<file path="config.mk">
export PLATFORM = sky130hd
export DESIGN_NAME = down_timer_flat
export DESIGN_NICKNAME = d
export VERILOG_FILES = /design/src/rtl/down_timer_if.sv /design/src/rtl/down_timer.sv /design/src/flat_wrapper.sv
export SDC_FILE = /design/constraint.sdc
export NUM_CORES = 1
export LEC_CHECK = 0
export CORE_UTILIZATION = 41
export CTS_CLUSTER_DIAMETER = 150
export DETAILED_ROUTE_END_ITERATION = 16
export GPL_TIMING_DRIVEN = 1
export PLACE_DENSITY = 0.78
export SETUP_SLACK_MARGIN = 0.4
export SLEW_MARGIN = 10
export SYNTH_ARGS = -nofsm -noshare
export SYNTH_HDL_FRONTEND = slang
export SYNTH_SLANG_ARGS = --single-unit
</file>
<file path="constraint.sdc">
create_clock -name clock -period 1.5 [get_ports clock]
set_input_delay 0.225 -clock clock [delete_from_list [all_inputs] [get_ports clock]]
set_output_delay 0.225 -clock clock [all_outputs]
set_load 0.05 [all_outputs]
</file>
<file path="src/rtl/down_timer_if.sv">
// Handshake-free control bundle for down_timer.
// master drives load/load_val/start/pause; slave returns q/busy/done.
interface down_timer_if #(
    parameter int WIDTH = 4
);
    logic             load;
    logic [WIDTH-1:0] load_val;
    logic             start;
    logic             pause;
    logic [WIDTH-1:0] q;
    logic             busy;
    logic             done;

    modport master (
        output load, load_val, start, pause,
        input  q, busy, done
    );

    modport slave (
        input  load, load_val, start, pause,
        output q, busy, done
    );
endinterface

</file>
<file path="src/rtl/down_timer.sv">
// Loadable down counter with IDLE/RUN/HOLD/DONE control FSM.
// Ports: clock, reset (async active-low), bus (down_timer_if.slave):
//   load/load_val load the count, start begins, pause freezes;
//   q = count, busy = counting, done = one-cycle terminal pulse.
// Option: DOWN_TIMER_AUTO_RELOAD_EN restarts from the loaded value.
module down_timer #(
    parameter int WIDTH = 4
) (
    input  logic         clock,
    input  logic         reset,
    down_timer_if.slave  bus
);
    localparam logic [WIDTH-1:0] ONE = WIDTH'(1);

    typedef enum logic [1:0] {
        IDLE,
        RUN,
        HOLD,
        DONE
    } state_t;

    state_t           state;
    state_t           state_nx;
    logic [WIDTH-1:0] cnt;
    logic [WIDTH-1:0] cnt_nx;

`ifdef DOWN_TIMER_AUTO_RELOAD_EN
    logic [WIDTH-1:0] rld;

    always_ff @(posedge clock or negedge reset) begin
        if (!reset) begin
            rld <= '0;
        end else if (bus.load) begin
            rld <= bus.load_val;
        end
    end
`endif

    always_ff @(posedge clock or negedge reset) begin
        if (!reset) begin
            state <= IDLE;
            cnt   <= '0;
        end else begin
            state <= state_nx;
            cnt   <= cnt_nx;
        end
    end

    always_comb begin
        state_nx = state;
        cnt_nx   = cnt;
        if (bus.load) begin
            cnt_nx   = bus.load_val;
            state_nx = IDLE;
        end else begin
            unique case (state)
                IDLE: begin
                    if (bus.start && cnt != '0) begin
                        state_nx = RUN;
                    end
                end
                RUN: begin
                    if (bus.pause) begin
                        state_nx = HOLD;
                    end else if (cnt <= ONE) begin
                        // <= also covers 0 so q can never wrap
                        cnt_nx   = '0;
                        state_nx = DONE;
                    end else begin
                        cnt_nx = cnt - ONE;
                    end
                end
                HOLD: begin
                    if (!bus.pause) begin
                        state_nx = RUN;
                    end
                end
                DONE: begin
`ifdef DOWN_TIMER_AUTO_RELOAD_EN
                    if (rld != '0) begin
                        cnt_nx   = rld;
                        state_nx = RUN;
                    end else begin
                        cnt_nx   = '0;
                        state_nx = IDLE;
                    end
`else
                    cnt_nx   = '0;
                    state_nx = IDLE;
`endif
                end
                default: begin
                    cnt_nx   = '0;
                    state_nx = IDLE;
                end
            endcase
        end
    end

    assign bus.q    = cnt;
    assign bus.done = (state == DONE);
`ifdef DOWN_TIMER_AUTO_RELOAD_EN
    // A reloading DONE cycle is still part of an active run
    assign bus.busy = (state == RUN) || (state == HOLD)
                   || ((state == DONE) && (rld != '0));
`else
    assign bus.busy = (state == RUN) || (state == HOLD);
`endif
endmodule

</file>
<file path="src/flat_wrapper.sv">
// flat-port wrapper written by rule: the top's interface ports become plain ports
module down_timer_flat 
#(
    parameter int WIDTH = 4
)
  (clock, reset, bus_load, bus_load_val, bus_start, bus_pause, bus_q, bus_busy, bus_done);
  down_timer_if #(.WIDTH(WIDTH)) bus_i ();
  input  logic clock;
  input  logic reset;
  input wire logic [$bits(bus_i.load)-1:0] bus_load;
  input wire logic [$bits(bus_i.load_val)-1:0] bus_load_val;
  input wire logic [$bits(bus_i.start)-1:0] bus_start;
  input wire logic [$bits(bus_i.pause)-1:0] bus_pause;
  output wire logic [$bits(bus_i.q)-1:0] bus_q;
  output wire logic [$bits(bus_i.busy)-1:0] bus_busy;
  output wire logic [$bits(bus_i.done)-1:0] bus_done;
  assign bus_i.load = bus_load;
  assign bus_i.load_val = bus_load_val;
  assign bus_i.start = bus_start;
  assign bus_i.pause = bus_pause;
  assign bus_q = bus_i.q;
  assign bus_busy = bus_i.busy;
  assign bus_done = bus_i.done;
  down_timer #(.WIDTH(WIDTH)) u_core (.clock(clock), .reset(reset), .bus(bus_i));
endmodule
</file>
# Yosys cells after proc, flatten, opt, wreduce, memory -nomap -nowiden
# Cells that the tools add are included.
[word_totals] ff_bits=6 latch_bits=0 mem_bits_rw=0 rom_bits=0 inputBits=9 out_inout_bits=6 wordCells=28 n_memories=0
[classes] add_sub_neg=1 multipliers=0 div_mod_pow=0 order_cmp=1 eq_ne=7 n_shift=0 n_mux=10 n_bitwise=0 reduce_logical=7
[ops] operator="$mux W4" n=3
[ops] operator="$mux W2" n=5
[ops] operator="$pmux W2 S4" n=1
[ops] operator="$pmux W4 S2" n=1
[ops] operator="$ne A3 B3 Y1 const B" n=2
[ops] operator="$eq A2 B2 Y1 const B" n=2
[ops] operator="$le A4 B1 Y1 const B" n=1
[ops] operator="$ne A4 B3 Y1 const B" n=1
[ops] operator="$reduce_bool A4 Y1" n=1
[ops] operator="$sub A4 B1 Y4 const B" n=1
[ops] operator="$ne A3 B2 Y1 const B" n=1
[ops] operator="$reduce_and A3 Y1" n=1
[ops] operator="$reduce_bool A3 Y1" n=1
[ops] operator="$eq A2 B1 Y1 const B" n=1
[ops] operator="$logic_not A2 Y1" n=1
[ops] operator="$reduce_and A2 Y1" n=1
[ops] operator="$logic_and A1 B1 Y1" n=1
[ops] operator="$logic_or A1 B1 Y1" n=1

# Longest topological paths before layout
[depth] depth_word=5 ltp_mapped=6 depth_no_buf=6

# Worst setup path after synthesis
# Ideal clock, no wire load.
[synth_timing] path_type="reg2reg" startpoint="register u_core.cnt[0], in the netlist u_core.bus.q[0]" endpoint="register u_core.state[0]" setup_time_ps=92 t_arrival_ps=1827 required_ps=1408 setup_slack_ps=-419 path_stages_with_launch=7 path_buffers=0 period_less_slack_ps=1919 cell_sequence="dfrtp_1 inv_1 ha_1 nor2_1 o311ai_4 a311o_1 o31ai_2"
[synth_via] elab_chain_cells=4 word_cells_on_any_way=6 cone_classes="1 x order compare; 2 x eq/ne; 3 x reduce/logical"
[synth_rtl] element="start, declared" line="down_timer.sv:24" text="logic [WIDTH-1:0] cnt;"
[synth_rtl] element="start signal, assigned" line="down_timer.sv:45" text="cnt <= cnt_nx;"
[synth_rtl] element="branches (longest 3 deep; another with $le A4 B1 Y1)"
[synth_rtl] element="$reduce_and A3 Y1 (no source line) (*)"
[synth_rtl] element="end signal, assigned" line="down_timer.sv:44" text="state <= state_nx;"
[synth_rtl] element="end, declared" line="down_timer.sv:22" text="state_t state;"
# Mark *: on every way between the ends.
# A chain may end at the register's enable or synchronous reset.

# Worst setup path in the final report
# Same ends and word-level chain as after synthesis.

==> impl_metrics.yaml <==
run:
  maxCapViolCount: 0
global_route:
  antenna_found_initial: 0
  overflow: 0
  grt_max_degree: 10
  grtUsageTotal_pct: 27.1
  grt_pass1_wl_um: 2620
  grt_pass1_vias: 569
setup_path:
  arrival_ps: 1680
  worst-setup-path-type: "reg2reg"
  r2r_slack_ps: -70
  crit_fanout: 4
  critPathRequiredTime_ps: 1600
  critPathCaptureType: "flop"
  r2r_end: "u_core.state[0]"
  reg2reg_from: "u_core.bus.q[0]"
  critPathLaunchType: "flop"
  reg2regPathDepth: 6
min_path:
  min_path_type: "in2async"
timing:
  whs_ps: 209
  period_minus_slack_ps: 1570
  skew_ps: 6.94
  finalHoldViolCount: 0
  finalMaxSlewViolations: 0
  max_freq_mhz: 636
  fin_ws_ps: -72.5
  rsz0062_at_grt: "true"
  worst_pin_slew_ps: 476
  period_share_pct: 105
  setup_viol_count_final: 7
  relSlewSlack_pct: 68.0
  fin_tns_setup_ps: -219
floorplanning:
  core_area_sq_um: 1170
  die_w_um: 38.5
  num_rows: 12
  die_area_sq_um: 1480
  ios: 15
  initial_core_util_pct: 46.7
  die_h_um: 38.5
yosys:
  synth_nets: 71
  synth_seq_cells: 6
  ys_seq_area_share_pct: 27.5
  synthTopCellsByArea: "dfrtp_1 27%, ha_1 18%, inv_1 4.8%"
  synth_cell_types: 27
  synth_top_area_cell: "dfrtp_1"
  yosys_warnings: 0
  netlist_area_sq_um: 547
  synthDominantCellAreaShare_pct: 27.5
  syn_inst: 54
  avgSynthCellArea_sq_um: 10.1
power:
  peakVddDrop_v: 0.00153
  power_density_nw_per_um2: 2350
  p_leak_nw: 0.447
place:
  hpwl_um: 1050
  dp.cells: 92
  io_buffers: 14
  gp_congestion: 0.827
layout:
  nNetsFinal: 108
  layout-drive-gt1-share_pct: 62.2
  final_util_pct: 92.2
  syn_to_final_growth_pct: 97.5
  antennaDiodeCount: 0
  fin_cells: 104
drt:
  routed_wl_um: 2200
  drt-initial-drc-count: 21
  viasPerCell: 6.00
  wire_per_inst_um: 21.2
  drcViolationCount: 0
  detail-route-antenna-nets: 0
  dr.pass1.iters: 6
  vias: 624
clock_tree:
  cts.path.max_buffers: 2
  clk_pin_slew_ps: 50
  cts-buffers-inserted: 3
  cts_tree: "yes"
  clk_latency_ps: 240
  clock_sinks: 6
  cts_max_level: 1
  root_buffer: "clkbuf_4"
run_status:
  violations: "negative setup slack"
  status: "finished with violations"
==> stage by stage <==
stage | power, mW | cell area, sq um | setup WS [ps]
after detailed placement | 1.90 | 908 | -42.3
after CTS | 2.28 | 1020 | -13.2
after floorplan | 1.27 | 613 | -70.1
final | 2.53 | 1080 | -72.5
after global placement | 1.88 | 908 | -23.8
after global routing | 2.63 | 1080 | -115
==> power by group <==
group          switching (mW)  internal (mW)  leakage (nW)
Clock                  0.0545          0.100        0.0150
Combinational           0.939           1.00         0.362
Sequential              0.191          0.247        0.0696
Total                    1.18           1.35         0.447
==> sequential cells by signal, indices dropped and copies added (netlist names) <==
signal,count
u_core.bus.q,4
u_core.state,2
==> logic make-up (layout without fill, tap and decap cells) <==
| family | Yosys count | after routing | synth area share [%] |
|---|---|---|---|
| AO/OA/AOI/OAI | 17 | 17 | 31.1 |
| AND/OR/NAND/NOR | 13 | 13 | 13.5 |
| adder cells (fa/ha/maj) | 8 | 8 | 18.3 |
| buffers and inverters | 8 | 44 | 5.72 |
| multiplexers | 2 | 2 | 3.89 |
| flip-flops | 6 | 6 | 27.5 |
==> worst max path at each step <==
stage | start | end | slack [ps]
4_1_cts | u_core.state[1] | bus_busy | -10
6_report | u_core.bus.q[0] | u_core.state[0] | -70
3_3_place_gp | bus_pause | u_core.bus.q[1] | -20
3_5_place_dp | u_core.bus.q[0] | u_core.bus.q[3] | -40
2_1_floorplan | u_core.bus.q[0] | u_core.bus.q[3] | -70
5_1_grt | u_core.bus.q[0] | u_core.state[0] | -110
==> routing by layer <==
metal	vias to the layer above	wire length, um	GRT usage [%]
met5	-	0	0
met2	40	1020	41.7
met1	297	963	36.0
li1	275	-	-
met3	12	106	3.49
met4	0	110	15.5
==> critical path, cell delays in order, from the launching register on <==
cell and delay [ps]:
dfrtp_2 450, inv_2 100, ha_4 150, nor2_4 50, o311ai_4 270, a311o_1 310
o31ai_4 100
==> cell usage in the layout (no fill, tap or decap), drive strengths merged, types with 3 or more instances in the layout <==
master         Yosys  routed
ha                 8       8
clkbuf             0       4
nand2              3       3
inv                7       7
dfrtp              6       6
o21ai              4       4
clkdlybuf4s50      0       8
buf                1      25
==> synth_stat cells <==
cell type  count
nand2b_1       1
nand2_1        3
nand3_1        1
or2_1          1
inv_1          7
buf_2          1
o311ai_4       1
a2bb2oi_1      1
nor2_1         2
o31ai_2        2
nor4_1         1
nor3b_2        1
ha_1           8
nor3_1         1
o21ai_1        2
and2b_1        1
a311o_1        2
o21ai_0        1
o21ai_2        1
or3_1          1
o21bai_1       2
o2bb2ai_1      2
dfrtp_1        6
a21oi_4        1
mux2i_1        1
a32oi_1        2
mux2_2         1
==> final cells by class <==
cell class,count,area [sq um]
multi-input cells,40,488
repair buffers,33,365
flip-flops and latches,6,156
fillers,44,91.3
clock buffers,4,26.3
inverters,7,26.3
well taps,14,17.5
==> what timing repair did <==
item,CTS,global route
buffers inserted,5,3
resized for setup,11,8
hold buffers,0,0
pin swaps,7,6
setup endpoints to repair,12,12
Power figures use the tool's default switching activity.
